--- src/rtl/nest_tracker.sv ---
`default_nettype none
// ============================================================================
//  Module      : nest_tracker
//  Description : Goal-row nest bookkeeping. Each frog arrival is checked
//                against the nest mask and the nests already filled. Flags a
//                good nesting or a bad landing, counts filled nests and holds
//                a level-win flag until the level controller acknowledges it.
//  Revision    : 1.0  initial release
// ============================================================================
module nest_tracker #(
   parameter  int               WIDTH     = 8,
   parameter  logic [WIDTH-1:0] NEST_MASK = 8'b0101_0101,
   localparam int               CNT_W     = $clog2(WIDTH + 1)
) (
   input  logic             CLOCK_50,
   input  logic             RESET_InLow,
   input  logic [WIDTH-1:0] frog_row,
   input  logic             arrive_stb,
   input  logic             lose_in,
   input  logic             clear_in,
   input  logic             level_ack,
   output logic [WIDTH-1:0] nest_reg,
   output logic [CNT_W-1:0] nest_count,
   output logic             nested_pulse,
   output logic             fail_pulse,
   output logic             level_win
);

   // Two-state controller: collecting nests, or waiting for the win to be acked.
   localparam logic [0:0] c_PLAY = 1'b0;
   localparam logic [0:0] c_WIN  = 1'b1;

   localparam logic [WIDTH-1:0] c_ONE_W = WIDTH'(1);
   localparam logic [CNT_W-1:0] c_ONE_C = CNT_W'(1);

   logic [0:0]       r_state;
   logic [WIDTH-1:0] r_nest;
   logic [CNT_W-1:0] r_count;
   logic             r_nested;
   logic             r_fail;
   logic             r_win;

   logic             w_onehot;
   logic             w_free_nest;
   logic             w_ok;
   logic             w_arrival;
   logic [WIDTH-1:0] w_nest_next;
   logic             w_full;

   // A landing is good only for a single-bit position on a still-empty nest.
   // x & (x-1) clears the lowest set bit, so it is zero exactly for 0 or one-hot.
   always_comb begin
      w_onehot    = (frog_row != '0) && ((frog_row & (frog_row - c_ONE_W)) == '0);
      w_free_nest = |(frog_row & NEST_MASK & ~r_nest);
      w_ok        = w_onehot && w_free_nest;
      w_arrival   = arrive_stb && !lose_in;
      w_nest_next = r_nest | frog_row;
      w_full      = (w_nest_next == NEST_MASK);
   end

   // Main state register: clear dominates, then per-state arrival/ack handling.
   // Pulses default low so they can only ever last one cycle. The count cannot
   // exceed the number of nests because it only grows on a newly filled nest.
   always_ff @(posedge CLOCK_50 or negedge RESET_InLow) begin
      if (!RESET_InLow) begin
         r_state  <= c_PLAY;
         r_nest   <= '0;
         r_count  <= '0;
         r_nested <= 1'b0;
         r_fail   <= 1'b0;
         r_win    <= 1'b0;
      end else begin
         r_nested <= 1'b0;
         r_fail   <= 1'b0;
         if (clear_in) begin
            r_state <= c_PLAY;
            r_nest  <= '0;
            r_count <= '0;
            r_win   <= 1'b0;
         end else begin
            case (r_state)
               c_PLAY: begin
                  if (w_arrival) begin
                     if (w_ok) begin
                        r_nest   <= w_nest_next;
                        r_count  <= r_count + c_ONE_C;
                        r_nested <= 1'b1;
                        if (w_full) begin
                           r_state <= c_WIN;
                           r_win   <= 1'b1;
                        end
                     end else begin
                        r_fail <= 1'b1;
                     end
                  end
               end
               c_WIN: begin
                  if (level_ack) begin
                     r_state <= c_PLAY;
                     r_nest  <= '0;
                     r_count <= '0;
                     r_win   <= 1'b0;
                  end
               end
               default: begin
                  r_state <= c_PLAY;
               end
            endcase
         end
      end
   end

   // All outputs come straight from registers.
   always_comb begin
      nest_reg     = r_nest;
      nest_count   = r_count;
      nested_pulse = r_nested;
      fail_pulse   = r_fail;
      level_win    = r_win;
   end

endmodule
`default_nettype wire
--- config.mk ---
export PLATFORM = sky130hd
export DESIGN_NAME = nest_tracker
export DESIGN_NICKNAME = d
export VERILOG_FILES = /design/src/rtl/nest_tracker.sv
export SDC_FILE = /design/constraint.sdc
export NUM_CORES = 1
export LEC_CHECK = 0
export BUFFER_PORTS_ARGS = -buffer_cell sky130_fd_sc_hd__buf_2
export CORE_ASPECT_RATIO = 1.25
export CORE_MARGIN = 3
export CORE_UTILIZATION = 38
export DETAILED_ROUTE_END_ITERATION = 10
export PLACE_DENSITY = 0.7
export SETUP_SLACK_MARGIN = 0.02
export SYNTH_ARGS = -nofsm -noshare
export SYNTH_HDL_FRONTEND = slang
export SYNTH_SLANG_ARGS = --single-unit
--- constraint.sdc ---
create_clock -name CLOCK_50 -period 1.6 [get_ports CLOCK_50]
set_input_delay 0.32 -clock CLOCK_50 [delete_from_list [all_inputs] [get_ports CLOCK_50]]
set_output_delay 0.32 -clock CLOCK_50 [all_outputs]
set_load 0.02 [all_outputs]
* Word level (Yosys, flattened, before mapping)
Cells that the tools add are included.
Operators by class: equality and inequality tests 5, reduce and logical (&&, ||, !) cells 9, bitwise logic cells 5, add/subtract/negate cells 2, muxes and demuxes 30
Operators with widths (number):
- two-way mux 8 bit | 4
- two-way mux 1 bit | 18
- two-way mux 4 bit | 4
- one-hot mux 8 bit (2 select lines) | 1
- != test 3 bit (second input constant) | 4
- AND 7 x 8 -> 8 bit | 1
- AND 8 bit | 1
- equality test 8 x 7 -> 1 bit (second input constant) | 1
- logical NOT 8 bit | 1
- NOT 8 bit | 1
- bitwise OR 8 bit | 1
- one-hot mux 4 bit (2 select lines) | 1
- nonzero test 8 bit | 1
- OR reduction 8 bit | 1
- subtractor 8 x 1 -> 8 bit (second input constant) | 1
- adder 4 x 1 -> 4 bit (second input constant) | 1
- one-hot mux 1 bit (2 select lines) | 2
- AND reduction 4 bit | 1
- logical AND 1 bit | 3
- AND reduction 3 bit | 1
- logical NOT 1 bit | 1
- NOT 1 bit | 1
Storage, ports and cells: word-level logic and storage cells 57, register bits 16, output and inout port bits 15

* Depth between registers and ports, before layout
depth after elaboration 9, gate-level depth with buffers 5, gate-level depth less buffers 4

* Worst setup path before layout
OpenSTA, ideal clock, no wires.
path type input to register, start point input port frog_row[6], end point register r_count[0], in the netlist nest_count[0], path buffers 1, stages 5, setup time 124 ps, required time 1476 ps, data arrival time 1551 ps, path slack -75 ps, cell sequence clkbuf_1 > nor3_1 > mux2i_2 > a32oi_1 > o21bai_1
Between the ends: word-level cells in the longest chain between the ends 7, elaborated cells on any way between the ends 10, classes of those cells add/sub (1); eq/ne (1); bitwise (2); reduce/logical (6)
RTL lines:
- from (decl) | line 17 | input logic [WIDTH-1:0] frog_row,
- subtractor 8 x 1 -> 8 bit | line 53 | w_onehot = (frog_row != '0) && ((frog_row & (frog_row - c_ONE_W)) == '0);
- AND 8 bit | line 53
- logical NOT 8 bit | line 53
- logical AND 1 bit | line 53
- logical AND 1 bit * | line 55 | w_ok = w_onehot && w_free_nest;
- != test 3 bit (no line) *
- AND reduction 3 bit (no line) *
- to (signal assigned) | line 86 | r_count <= r_count + c_ONE_C;
- to (decl) | line 38 | logic [CNT_W-1:0] r_count;
Mark *: on every way between the ends. The rest lies on a longest branch, timed or not. A chain may end at the register's enable or synchronous reset.

* Worst setup path after layout
start point register r_nest[3], in the netlist nest_reg[3], end point register r_state
Between the ends: word-level cells in the longest chain between the ends 8, elaborated cells on any way between the ends 11, classes of those cells eq/ne (1); mux (5); bitwise (3); reduce/logical (2)
RTL lines:
- from (decl) | line 37 | logic [WIDTH-1:0] r_nest;
- from (signal assigned) | line 85 | r_nest <= w_nest_next;
- parallel branches: the longest is 4 deep, another holds bitwise OR 8 bit
- two-way mux 1 bit * | line 84 | if (w_ok) begin
- two-way mux 1 bit * | line 83 | if (w_arrival) begin
- one-hot mux 1 bit (2 select lines) * | line 81 | case (r_state)
- two-way mux 1 bit * | line 75 | if (clear_in) begin
- to (signal assigned) | line 76 | r_state <= c_PLAY;
- to (signal assigned) | line 89 | r_state <= c_WIN;
- to (signal assigned) | line 99 | r_state <= c_PLAY;
- to (decl) | line 36 | logic [0:0] r_state;
Mark *: on every way between the ends.

==> flow_metrics.env <==
export IMPL_die_width_um=47.2
export IMPL_num_antenna_cells=0
export IMPL_clock_tree_buffer_depth=2
export IMPL_maxCapViolations=0
export IMPL_synth_ff_type="dfrtp_1"
export IMPL_grtUsageTotal=0.158
export IMPL_multiInputGateArea_um2=420
export IMPL_path_clk_slew_ps=90
export IMPL_timing_critical_path_arrival_ps=1800
export IMPL_synth_seq_cells=16
export IMPL_rsz0062_at_grt="yes"
export IMPL_vias=762
export IMPL_yosys_top_cells_count="16 x dfrtp_1, 7 x nor2_1"
export IMPL_dieHeight_um=57.5
export IMPL_status="complete, no violations"
export IMPL_worstHoldPathType="input pin to flop"
export IMPL_critPathKind="flop to flop"
export IMPL_synth_cell_type_count=31
export IMPL_finalNetCount=130
export IMPL_grt_antenna_before_repair=0
export IMPL_detail_route_wl_per_cell_um=14.5
export IMPL_mean_area_per_synthesized_cell_um2=10.7
export IMPL_clock_skew_final_ps=2.03
export IMPL_cts_root_buffer="clkbuf_4"
export IMPL_utilization=0.540
export IMPL_clk_lat_worst_skew_ps=280
export IMPL_number_of_flip_flops_under_the_largest_register_name=8
export IMPL_areaGrowthSynthToFinish_pct=34.3
export IMPL_total_power_uw=701
export IMPL_p_per_area_nw_per_um2=648
export IMPL_synth_simple_gate_area_share=0.239
export IMPL_timing_fmax_ghz=0.629
export IMPL_place_inst=127
export IMPL_synth_cells=75
export IMPL_worst_path_max_fanout=2
export IMPL_finalSetupViolations=0
export IMPL_endpoint_kind="flop"
export IMPL_post_route_cells_drive_above_1_share=0.442
export IMPL_avgViaCountPerCell=5.73
export IMPL_synthXorXnorAreaFrac=0
export IMPL_synth_async_sr_flop_share=1.00
export IMPL_netlist_top_cells_area="dfrtp_1 50%, nor2_1 3.3%, a41oi_1 3.3%, or3b_2 3.3%, and2_1 3.1%"
export IMPL_post_synth_adder_cell_area=0.0155
export IMPL_timing_worst_slew_pin_value_ps=498
export IMPL_grt_overflow=0
export IMPL_floorplan_io_pins=29
export IMPL_ant_nets=0
export IMPL_register_area_um2=400
export IMPL_synth_edf_count=0
export IMPL_largest_net_degree_at_the_start_of_global_routing=17
export IMPL_floorplan_initialDensity=0.402
export IMPL_timing_final_max_slew_violations=0
export IMPL_htree_num_levels=1
export IMPL_irDropWorstVdd_mv=0.447
export IMPL_main_combinational_cell_family_by_area_after_synthesis="simple AND/OR/NAND/NOR gates"
export IMPL_seq_area_frac_synth=0.497
export IMPL_numCtsBuffers=3
export IMPL_global_route_wire_length_before_repair_um=3190
export IMPL_tritoncts_clock_tree="done"
export IMPL_yosysMostFrequentCell="dfrtp_1"
export IMPL_mux_cell_area_share_after_synthesis=0.0419
export IMPL_hold_viol_final=0
export IMPL_total_nets_after_synthesis=90
export IMPL_post_route_period_util=0.994
export IMPL_finalCriticalPeriod_ps=1590
export IMPL_share_of_the_synthesized_area_in_compound_gates_ao_oa_aoi_oai=0.193
export IMPL_die_area_um2=2710
export IMPL_hpwlAfterDp_um=1390
export IMPL_synth_top_cell_area_share=0.497
export IMPL_first_global_vias=732
export IMPL_coreArea_um2=2000
export IMPL_finish_cell_count_without_fillers=133
export IMPL_firstDrtPassIters=5
export IMPL_portBuffers=28
export IMPL_tritoncts_sinks=16
export IMPL_synth_yosys_warnings=0
export IMPL_drt_iter0_markers=16
export IMPL_setup_slack_ps=10.2
export IMPL_final_setup_tns_ps=0
export IMPL_static_leakage_power_nw=0.566
export IMPL_slew_headroom=0.668
export IMPL_fp_row_count=18
export IMPL_place_gp_congestion=0.755
export IMPL_mappedNetlistArea_um2=806
export IMPL_wl_um=1920
export IMPL_synth_area_leader_cell="dfrtp_1"
export IMPL_startpoint_type="flop"
export IMPL_placed_cell_area_um2=1020
export IMPL_worst_endpoint_required_ps=1810
export IMPL_detail_route_drc_violations=0
export IMPL_post_route_cell_area_um2=1080
export IMPL_layout_filler_cells=190
export IMPL_holdWs_ps=321
export IMPL_place_ws_ps=-180
## routing by layer
layer	up-vias	share of wire	global-route usage	wire length, um
met2	32	0.50	0.266	968
met1	366	0.43	0.200	832
met3	2	0.056	0.0284	107
met5	-	0	0	0
met4	0	0.0068	0.0474	13
li1	362	-	-	-
## cells by family after synthesis
family / after synthesis
flip-flops: 16
AND/OR/NAND/NOR: 33
multiplexers: 3
buffers and inverters: 3
adder cells (fa/ha/maj): 1
AO/OA/AOI/OAI: 19
## repair_timing
action / 4_1_cts / 5_1_grt
hold endpoints to repair: 16 / 0
buffers inserted: 0 / 2
gates resized for setup: 2 / 1
hold buffers: 1 / 0
pin swaps: 4 / 4
endpoints found under the setup margin: 7 / 10
## worst max-delay path, stage by stage, from the launching register on
cell,delay (ps)
dfrtp_1,400
or4_4,540
nor4_4,260
nand4_1,150
a21oi_1,180
## cells in the final DEF, fill, tap and decap left out, drive strengths merged, types with 3 or more instances in the layout
master,count
a41oi,3
clkbuf,3
and2,4
dfrtp,16
nand2b,4
nand2,4
a21oi,4
nor2,7
mux2i,3
or3b,4
nand4,3
o22ai,3
buf,36
## final cells by class
type	count	share of cell area
clock buffer	3	0.0208
sequential	16	0.370
tap	20	0.0231
inverter	1	0.00347
timing repair buffer	37	0.194
multi-input combinational	56	0.388
## worst paths after layout
check | cells after the start | end | slack (ps) | from
worst max-delay path | 4 | r_state$_DFF_PN0_ | 10 | nest_reg[3]$_DFFE_PN0P_
worst min-delay path | 2 | r_state$_DFF_PN0_ | 320 | clear_in
worst max register to register | 4 | r_state$_DFF_PN0_ | 10 | nest_reg[3]$_DFFE_PN0P_
worst min register to register | 1 | nest_reg[1]$_DFFE_PN0P_ | 530 | nest_reg[1]$_DFFE_PN0P_
max in group asynchronous | 2 | nest_reg[6]$_DFFE_PN0P_ | 870 | RESET_InLow
min in group asynchronous | 2 | nested_pulse$_DFF_PN0_ | 470 | RESET_InLow
## power by group
part | leakage, nW | switching, mW | internal (mW)
Sequential | 0.223 | 0.000877 | 0.406
Clock | 0.0138 | 0.121 | 0.0872
Combinational | 0.329 | 0.0524 | 0.0338
No activity file was read; power rests on OpenSTA's default activity.
